`config.mk`:
```
export PLATFORM = sky130hd
export DESIGN_NAME = sdram_host_sequencer
export DESIGN_NICKNAME = d
export VERILOG_FILES = /design/src/rtl/sdram_seq_pkg.sv /design/src/rtl/sdram_cmd_fifo.sv /design/src/rtl/sdram_host_sequencer.sv
export SDC_FILE = /design/constraint.sdc
export NUM_CORES = 1
export LEC_CHECK = 0
export BUFFER_PORTS_ARGS = -buffer_cell sky130_fd_sc_hd__buf_2
export CAP_MARGIN = 5
export CELL_PAD_IN_SITES_DETAIL_PLACEMENT = 0
export CELL_PAD_IN_SITES_GLOBAL_PLACEMENT = 1
export CORE_MARGIN = 2
export CORE_UTILIZATION = 47
export CTS_BUF_LIST = sky130_fd_sc_hd__clkbuf_16
export DETAILED_ROUTE_END_ITERATION = 7
export HOLD_SLACK_MARGIN = 0.1
export PLACE_DENSITY = 0.84
export SETUP_SLACK_MARGIN = 0.4
export SLEW_MARGIN = 15
export SYNTH_ARGS = -nofsm -noshare
export SYNTH_HDL_FRONTEND = slang
export SYNTH_SLANG_ARGS = --single-unit
export TNS_END_PERCENT = 5
```
`constraint.sdc`:
```
create_clock -name iCLK -period 3.24 [get_ports iCLK]
set_input_delay 0.324 -clock iCLK [delete_from_list [all_inputs] [get_ports iCLK]]
set_output_delay 0.324 -clock iCLK [all_outputs]
set_load 0.05 [all_outputs]
```
`src/rtl/sdram_seq_pkg.sv`:
```
// Shared types and widths for the SDRAM host sequencer and its command FIFO.
package sdram_seq_pkg;

   localparam int unsigned ADDR_W = 22;
   localparam int unsigned DATA_W = 16;
   localparam int unsigned CMD_W  = 1 + ADDR_W + DATA_W;

   typedef enum logic [1:0] {
      ST_IDLE = 2'd0,
      ST_REQ  = 2'd1,
      ST_GAP  = 2'd2
   } seq_state_t;

   // Queued command layout: {wr, addr, data}
   typedef struct packed {
      logic              wr;
      logic [ADDR_W-1:0] addr;
      logic [DATA_W-1:0] data;
   } cmd_t;

   function automatic cmd_t pack_cmd(input logic              wr,
                                     input logic [ADDR_W-1:0] addr,
                                     input logic [DATA_W-1:0] data);
      cmd_t c;
      c.wr   = wr;
      c.addr = addr;
      c.data = data;
      return c;
   endfunction

endpackage

```
`src/rtl/sdram_cmd_fifo.sv`:
```
// Synchronous command FIFO with full/empty flags. The pointers carry one
// extra wrap bit so full and empty can be told apart without a counter.
module sdram_cmd_fifo
   import sdram_seq_pkg::*;
#(
   parameter int unsigned DEPTH = 4,
   parameter int unsigned WIDTH = CMD_W
) (
   input  logic             clk,
   input  logic             rst,
   input  logic             push,
   input  logic             pop,
   input  logic [WIDTH-1:0] wdata,
   output logic [WIDTH-1:0] head,
   output logic             full,
   output logic             empty
);

   localparam int unsigned IDX_W = $clog2(DEPTH);
   localparam int unsigned PTR_W = IDX_W + 1;

   logic [WIDTH-1:0] mem [DEPTH];
   logic [PTR_W-1:0] wr_ptr;
   logic [PTR_W-1:0] rd_ptr;
   logic             do_push;
   logic             do_pop;

   assign do_push = push && !full;
   assign do_pop  = pop && !empty;

   assign empty = (wr_ptr == rd_ptr);
   assign full  = (wr_ptr[IDX_W-1:0] == rd_ptr[IDX_W-1:0]) &&
                  (wr_ptr[IDX_W] != rd_ptr[IDX_W]);
   assign head  = mem[rd_ptr[IDX_W-1:0]];

   // Pointer update; reset discards everything queued.
   always_ff @(posedge clk) begin
      if (rst) begin
         wr_ptr <= '0;
         rd_ptr <= '0;
      end else begin
         if (do_push) wr_ptr <= wr_ptr + PTR_W'(1);
         if (do_pop)  rd_ptr <= rd_ptr + PTR_W'(1);
      end
   end

   // Storage write; contents need no reset since empty masks them.
   always_ff @(posedge clk) begin
      if (do_push) mem[wr_ptr[IDX_W-1:0]] <= wdata;
   end

endmodule

```
`src/rtl/sdram_host_sequencer.sv`:
```
// Host-side command sequencer for the SDRAM multiplexer (select 0).
// Buffers single-word read/write commands and issues them one at a time on
// the host RD/WR/Done handshake, only while the multiplexer grants the port.
// Optional feature macro: SEQ_TIMEOUT_EN (abort a request after TIMEOUT
// cycles without Done and raise sticky oERR).
module sdram_host_sequencer
   import sdram_seq_pkg::*;
#(
   parameter int unsigned FIFO_DEPTH = 4,
   parameter int unsigned GAP_CYCLES = 2,
   parameter int unsigned TIMEOUT    = 1024
) (
   input  logic              iCLK,
   input  logic              iRST,
   input  logic              iCMD_VALID,
   output logic              oCMD_READY,
   input  logic [ADDR_W-1:0] iCMD_ADDR,
   input  logic [DATA_W-1:0] iCMD_DATA,
   input  logic              iCMD_WR,
   output logic              oRSP_VALID,
   output logic [DATA_W-1:0] oRSP_DATA,
   input  logic              iGRANT,
   output logic [ADDR_W-1:0] oHS_ADDR,
   output logic [DATA_W-1:0] oHS_DATA,
   output logic              oHS_RD,
   output logic              oHS_WR,
   input  logic [DATA_W-1:0] iHS_DATA,
   input  logic              iHS_Done,
   output logic              oBUSY,
   output logic              oERR
);

   localparam int unsigned GAP_W = $clog2(GAP_CYCLES + 2);

   seq_state_t        state;
   seq_state_t        state_next;
   cmd_t              head;
   logic              full;
   logic              empty;
   logic              push;
   logic              pop;
   logic              load;
   logic              rd_next;
   logic              wr_next;
   logic              rsp_load;
   logic              hs_rd;
   logic              hs_wr;
   logic [ADDR_W-1:0] hs_addr;
   logic [DATA_W-1:0] hs_data;
   logic              rsp_valid;
   logic [DATA_W-1:0] rsp_data;
   logic [GAP_W-1:0]  gap_cnt;
   logic              gap_expired;

   assign push = iCMD_VALID && !full;

   sdram_cmd_fifo #(
      .DEPTH (FIFO_DEPTH),
      .WIDTH (CMD_W)
   ) u_fifo (
      .clk   (iCLK),
      .rst   (iRST),
      .push  (push),
      .pop   (pop),
      .wdata (pack_cmd(iCMD_WR, iCMD_ADDR, iCMD_DATA)),
      .head  (head),
      .full  (full),
      .empty (empty)
   );

   assign gap_expired = (32'(gap_cnt) + 32'd1) >= GAP_CYCLES;

`ifdef SEQ_TIMEOUT_EN
   localparam int unsigned TO_W = $clog2(TIMEOUT + 2);

   logic [TO_W-1:0] to_cnt;
   logic            to_expired;
   logic            err_set;
   logic            err;

   assign to_expired = (32'(to_cnt) + 32'd1) >= TIMEOUT;

   // Timeout counter restarts on every entry to REQ.
   always_ff @(posedge iCLK) begin
      if (iRST) begin
         to_cnt <= '0;
      end else if (state != ST_REQ) begin
         to_cnt <= '0;
      end else if (!to_expired) begin
         to_cnt <= to_cnt + TO_W'(1);
      end
   end

   // Sticky error flag, cleared only by reset.
   always_ff @(posedge iCLK) begin
      if (iRST) begin
         err <= 1'b0;
      end else if (err_set) begin
         err <= 1'b1;
      end
   end

   assign oERR = err;
`else
   assign oERR = 1'b0;
`endif

   // Next-state and request-line decisions.
   always_comb begin
      state_next = state;
      pop        = 1'b0;
      load       = 1'b0;
      rd_next    = hs_rd;
      wr_next    = hs_wr;
      rsp_load   = 1'b0;
`ifdef SEQ_TIMEOUT_EN
      err_set    = 1'b0;
`endif
      case (state)
         ST_IDLE: begin
            if (!empty && iGRANT) begin
               load       = 1'b1;
               rd_next    = !head.wr;
               wr_next    = head.wr;
               state_next = ST_REQ;
            end
         end
         ST_REQ: begin
            // Done is forced high by the mux when not granted, so grant loss
            // is checked first and the command stays queued for a retry.
            if (!iGRANT) begin
               rd_next    = 1'b0;
               wr_next    = 1'b0;
               state_next = ST_IDLE;
            end else if (iHS_Done) begin
               rd_next    = 1'b0;
               wr_next    = 1'b0;
               pop        = 1'b1;
               rsp_load   = hs_rd;
               state_next = ST_GAP;
            end
`ifdef SEQ_TIMEOUT_EN
            else if (to_expired) begin
               rd_next    = 1'b0;
               wr_next    = 1'b0;
               pop        = 1'b1;
               err_set    = 1'b1;
               state_next = ST_GAP;
            end
`endif
         end
         ST_GAP: begin
            // A Done still high from the last request must not leak into the next.
            if (gap_expired && !iHS_Done) begin
               state_next = ST_IDLE;
            end
         end
         default: begin
            rd_next    = 1'b0;
            wr_next    = 1'b0;
            state_next = ST_IDLE;
         end
      endcase
   end

   // FSM state register.
   always_ff @(posedge iCLK) begin
      if (iRST) begin
         state <= ST_IDLE;
      end else begin
         state <= state_next;
      end
   end

   // Host request lines, request address/data and read response registers.
   always_ff @(posedge iCLK) begin
      if (iRST) begin
         hs_rd     <= 1'b0;
         hs_wr     <= 1'b0;
         hs_addr   <= '0;
         hs_data   <= '0;
         rsp_valid <= 1'b0;
         rsp_data  <= '0;
      end else begin
         hs_rd     <= rd_next;
         hs_wr     <= wr_next;
         rsp_valid <= rsp_load;
         if (load) begin
            hs_addr <= head.addr;
            hs_data <= head.data;
         end
         if (rsp_load) begin
            rsp_data <= iHS_DATA;
         end
      end
   end

   // Inter-request gap counter, held at zero outside GAP.
   always_ff @(posedge iCLK) begin
      if (iRST) begin
         gap_cnt <= '0;
      end else if (state != ST_GAP) begin
         gap_cnt <= '0;
      end else if (!gap_expired) begin
         gap_cnt <= gap_cnt + GAP_W'(1);
      end
   end

   assign oCMD_READY = !full;
   assign oBUSY      = !empty || (state != ST_IDLE);
   assign oHS_RD     = hs_rd;
   assign oHS_WR     = hs_wr;
   assign oHS_ADDR   = hs_addr;
   assign oHS_DATA   = hs_data;
   assign oRSP_VALID = rsp_valid;
   assign oRSP_DATA  = rsp_data;

endmodule

```
# Yosys cells after proc, flatten, opt, wreduce, memory -nomap -nowiden
# Memories as Yosys holds them, arrays and structs flattened. A register that Yosys moved wholly into a read port is not among the register bits.
# Index checks and enable logic that the tools add are counted.
[op_classes]
magnitude_cmp = 1
eq_ne = 9
reduce_logical = 16
addsub = 4
n_mux = 23
bitwise_logic = 1
[op_table]
columns = ["op", "count"]
rows = [
  ["two-way mux 1 bit", 14],
  ["two-way mux 2 bit", 6],
  ["adder 3 x 1 -> 3 bit, second input constant", 2],
  ["logical AND 1 bit", 6],
  ["!= test 2 bit, second input constant", 3],
  ["one-hot mux 1 bit (3 select lines)", 2],
  ["one-hot mux 2 bit (3 select lines)", 1],
  ["AND reduction 3 bit", 2],
  ["zero test 1 bit", 4],
  ["adder 2 x 1 -> 3 bit, second input constant", 1],
  ["== test 3 bit", 1],
  ["greater-or-equal comparator 3 x 2 -> 1 bit, second input constant", 1],
  ["!= test 3 bit, second input constant", 1],
  ["adder 2 x 1 -> 2 bit, second input constant", 1],
  ["== test 2 x 1 -> 1 bit, second input constant", 1],
  ["== test 2 bit", 1],
  ["== test 2 bit, second input constant", 1],
  ["zero test 2 bit", 1],
  ["nonzero test 2 bit", 1],
  ["OR reduction 2 bit", 1],
  ["logical OR 1 bit", 1],
  ["!= test 1 bit", 1],
  ["inverter 1 bit", 1],
]
[totals]
ramBits = 156
mem_count = 1
regBits = 67
inputBits = 60
out_inout_bits = 60
[mem_list]
columns = ["memory", "words", "word_bits", "rd", "rd_ports_with_merged_regs", "write_ports", "line", "source"]
rows = [
  ["u_fifo.mem", 4, 39, 1, 1, 1, "sdram_cmd_fifo.sv:22", "logic [WIDTH-1:0] mem [DEPTH];"],
]

# Longest topological paths before layout
[logic_depth]
ltp_word = 7
ltp_mapped = 7
ltp_nobuf = 4

# By module
# A second synthesis with hierarchy kept.
[hier_totals]
cells_unflattened = 552
area_unflattened_um2 = 8554.5
[by_module_without_submodules]
columns = ["module", "n_inst", "area_each_um2", "cells_per_inst"]
rows = [
  ["sdram_cmd_fifo", 1, 6187.2, 271],
  ["sdram_host_sequencer", 1, 2367.3, 281],
]

# Worst setup path before layout
# Ideal clock, no wire load.
[synth_timing]
path_type = "reg-to-reg"
from = "reg u_fifo.wr_ptr[0]"
to = "mem u_fifo.mem[0][0] (netlist bit), enable pin"
arrival_ns = 1.997
setup_slack_ns = 0.843
n_path_buf = 0
setup_ns = 0.400
required_ns = 2.840
path_stages_with_launch = 4
path_cell_list = "dfxtp_1 > xor2_1 > o31a_1 > and2_1"
[synth_between]
elab_chain_len = 7
[synth_lines]
columns = ["element", "line", "source"]
rows = [
  ["start: declaration", "sdram_cmd_fifo.sv:23", "logic [PTR_W-1:0] wr_ptr;"],
  ["start signal: assignment", "sdram_cmd_fifo.sv:42", "if (do_push) wr_ptr <= wr_ptr + PTR_W'(1);"],
  ["== test 2 bit", "sdram_cmd_fifo.sv:32", "assign full = (wr_ptr[IDX_W-1:0] == rd_ptr[IDX_W-1:0]) &&"],
  ["logical AND 1 bit", "sdram_cmd_fifo.sv:32", ""],
  ["zero test 1 bit", "sdram_cmd_fifo.sv:28, sdram_host_sequencer.sv:55", ""],
  ["logical AND 1 bit", "sdram_host_sequencer.sv:55", "assign push = iCMD_VALID && !full;"],
  ["logical AND 1 bit", "sdram_cmd_fifo.sv:28", "assign do_push = push && !full;"],
  ["two-way mux 1 bit", "sdram_cmd_fifo.sv:49", "if (do_push) mem[wr_ptr[IDX_W-1:0]] <= wdata;"],
  ["two-way mux 1 bit (not written as such)", "sdram_cmd_fifo.sv:49", ""],
  ["end: declaration", "sdram_cmd_fifo.sv:22", ""],
]
# Several ways; a longest one is shown, not always the timed one.

# Final worst setup path
[layout_timing]
from = "reg u_fifo.wr_ptr[0]"
to = "mem u_fifo.mem[0][23] (netlist bit), enable pin"
# The elaborated chain is that of the path after synthesis.

==> flow_summary.yaml <==
final_layout:
  final_nets: 774
  layout_commonest_cell: "edfxtp_1"
  area_delta_synth_final_pct: 25.3
  post-route-util_pct: 60.4
  regArea_sq_um: 6070
  num-fill-cells: 1300
  drive_above_1_share_pct: 31.7
  n_antenna_cell: 0
  multi_input_area_sq_um: 2140
  final_cell_mix: "edfxtp_1, buf_2, nand2_1"
hold_path:
  hp-start: "iGRANT"
  whs_path_depth: 3
  hold_path.class: "in2reg"
  hold_end: "state[0]$_SDFFE_PP0P_"
yosys:
  synth_area_sq_um: 8380
  synth-seq-cells: 225
  synth_compound_area_share_pct: 5.29
  yosys-top-cells-area: "edfxtp_1, dfxtp_1, mux4_2"
  synthMuxAreaShare_pct: 11.1
  yosysSeqAreaShare_pct: 72.4
  yosysTopAreaCell: "edfxtp_1"
  synth_xor_area_share_pct: 1.15
  synth-adder-area-share_pct: 0.896
  yosys.area_share.simple_pct: 6.95
  postSynthNetCount: 592
  synth_top_family_by_area: "multiplexers"
  synthCells: 526
  synth_top_area_share_pct: 55.9
  synth.avg_cell_area_sq_um: 15.9
  yosysWarnings: 0
  ys_types: 37
worst_setup_path:
  r2r_slack_ns: 0.65
  reg2reg_depth: 4
  cp_max_fo: 26
  cp-end-kind: "flip-flop"
  path_class: "reg2reg"
  start_kind: "flip-flop"
  r2r_end: "u_fifo.mem[0][23]$_DFFE_PP_"
  crit_required_ns: 3.44
  reg2reg_from: "u_fifo.wr_ptr[0]$_SDFFE_PP0P_"
  critical_path_arrival_ns: 2.80
  crit_start: "u_fifo.wr_ptr[0]$_SDFFE_PP0P_"
die:
  io_pins: 120
  core_sq_um: 17400
  initial_core_util_pct: 48.3
  die_w_microns: 137
  die_y_microns: 137
  die-area_sq_um: 18900
  row_count: 48
status:
  status: "finished, final reports clean"
global_routing:
  gr-total-overflow: 0
  grt_max_degree: 40
  antenna_found_initial: 0
  grt_pass1_wl_microns: 26100
  grt_pass1_vias: 4938
  grt.total_usage_pct: 18.1
sta:
  hold_viol: 0
  grt_setup_unrepaired: "no"
  post-route-min-period_ns: 2.59
  skew_ns: 0.0236
  period_share_pct: 80.0
  tns_ns: 0
  finalMaxSlewViolations: 0
  timing.fmax_ghz: 0.386
  worst_pin_slew_ns: 1.05
  setup_viol: 0
  relSlewSlack_pct: 29.7
  whs_ns: 0.140
detailed_routing:
  first_iter_violations: 297
  ant_nets: 0
  wire_per_inst_microns: 17.8
  drt_first_pass_iters: 5
  drc_errors: 0
  drt_wl_total_microns: 16900
  vias: 4857
  vias_per_cell: 5.11
clock_tree:
  cts_max_path_buffers: 3
  clkSinkCount: 225
  tritoncts: "done"
  post_cts_buffers: 0
  numCtsBuffers: 23
  cts.htree.levels: 1
  path_clk_slew_ns: 0.06
  clk_latency_ns: 0.52
  root_buffer: "clkbuf_16"
placed_design:
  dp_hpwl_microns: 10400
  io_buffers: 118
  place.gp.congestion: 0.772
job:
  maxCapViolCount: 0
pwr:
  p_leak_nw: 3.78
  p_per_area_nw_per_um2: 615
  vdd_drop_max_mv: 0.449
-- per-layer routing --
layer | share of wire (%) | global-route usage (%)
met1 | 41 | 23.1
met2 | 51 | 32.1
met3 | 6.5 | 3.31
met4 | 1.6 | 4.64
met5 | 0 | 0
-- where the power goes --
part	internal [mW]	switching, mW
sequential	3.22	0.0517
combinational	0.210	0.390
clock	1.53	1.05
-- critical path: stages (launching register included) --
cell     delay (ns)
dfxtp_1        0.48
xor2_1         0.51
o31a_1         0.32
and2_2         0.68
buf_4          0.30
-- registers in the layout, summed over array words and instances, names as in the netlist, 2 cells and up, named ones only --
signal and count:
oHS_DATA 16, u_fifo.wr_ptr 3, u_fifo.rd_ptr 3, oHS_ADDR 22, state 2, gap_cnt 2
oRSP_DATA 16, u_fifo.mem 156
-- how the worst max path moves through the flow --
| stage | to | cells after the start |
|---|---|---|
| after floorplan | u_fifo.mem[0][0]$_DFFE_PP_ | 3 |
| after global placement | u_fifo.mem[0][28]$_DFFE_PP_ | 4 |
| after detailed placement | u_fifo.mem[0][27]$_DFFE_PP_ | 4 |
| after CTS | u_fifo.mem[0][8]$_DFFE_PP_ | 4 |
| after global routing | u_fifo.mem[0][23]$_DFFE_PP_ | 4 |
| final | u_fifo.mem[0][23]$_DFFE_PP_ | 4 |
-- kinds of logic after synthesis --
logic type / after synthesis
multiplexers: 44
other: 1
AO/OA/AOI/OAI: 65
XOR/XNOR: 11
flip-flops: 225
AND/OR/NAND/NOR: 141
adder cells (fa/ha/maj): 6
buffers and inverters: 33
-- area by class of cell --
cell class | instances | share of cell area [%]
Sequential cell | 225 | 57.9
Multi-Input combinational cell | 268 | 20.4
Timing Repair Buffer | 185 | 11.8
Clock buffer | 23 | 5.49
Tap cell | 225 | 2.68
Clock inverter | 19 | 1.62
Inverter | 5 | 0.179
-- cells in the mapped netlist --
cell type / n
a2111oi_0: 1
a21oi_1: 35
a21oi_2: 20
a31oi_1: 1
a31oi_4: 1
and2_1: 4
and4b_1: 1
buf_2: 6
buf_4: 5
buf_6: 4
clkbuf_1: 12
clkbuf_2: 1
conb_1: 1
dfxtp_1: 69
edfxtp_1: 156
ha_1: 6
inv_1: 5
mux2i_1: 5
mux4_2: 39
nand2_1: 112
nand2b_1: 5
nand3_1: 1
nand4b_1: 1
nor2_1: 12
nor2b_1: 1
nor3_1: 1
nor3b_1: 1
o211ai_1: 1
o21ai_0: 2
o311ai_0: 1
o311ai_1: 1
o31a_1: 1
o31ai_2: 1
or3_1: 1
or3b_4: 1
xnor2_1: 6
xor2_1: 5
-- what timing repair did --
item / 4_1_cts / 5_1_grt
endpoints found under the hold margin: 173 / 0
resized for setup: 0 / 0
hold buffers: 56 / 0
-- through the flow --
| step | cell area, sq um | total power, mW | instances | setup slack (ns) |
|---|---|---|---|---|
| 2_1_floorplan | 8380 | 3.70 | 526 | 0.843 |
| 3_3_place_gp | 9190 | 3.86 | 852 | 0.871 |
| 3_5_place_dp | 9190 | 3.88 | 852 | 0.681 |
| 4_1_cts | 10500 | 6.51 | 950 | 0.649 |
| 5_1_grt | 10500 | 6.67 | 950 | 0.528 |
| 6_report | 10500 | 6.45 | 950 | 0.648 |
(Power assumes the default switching activity.)
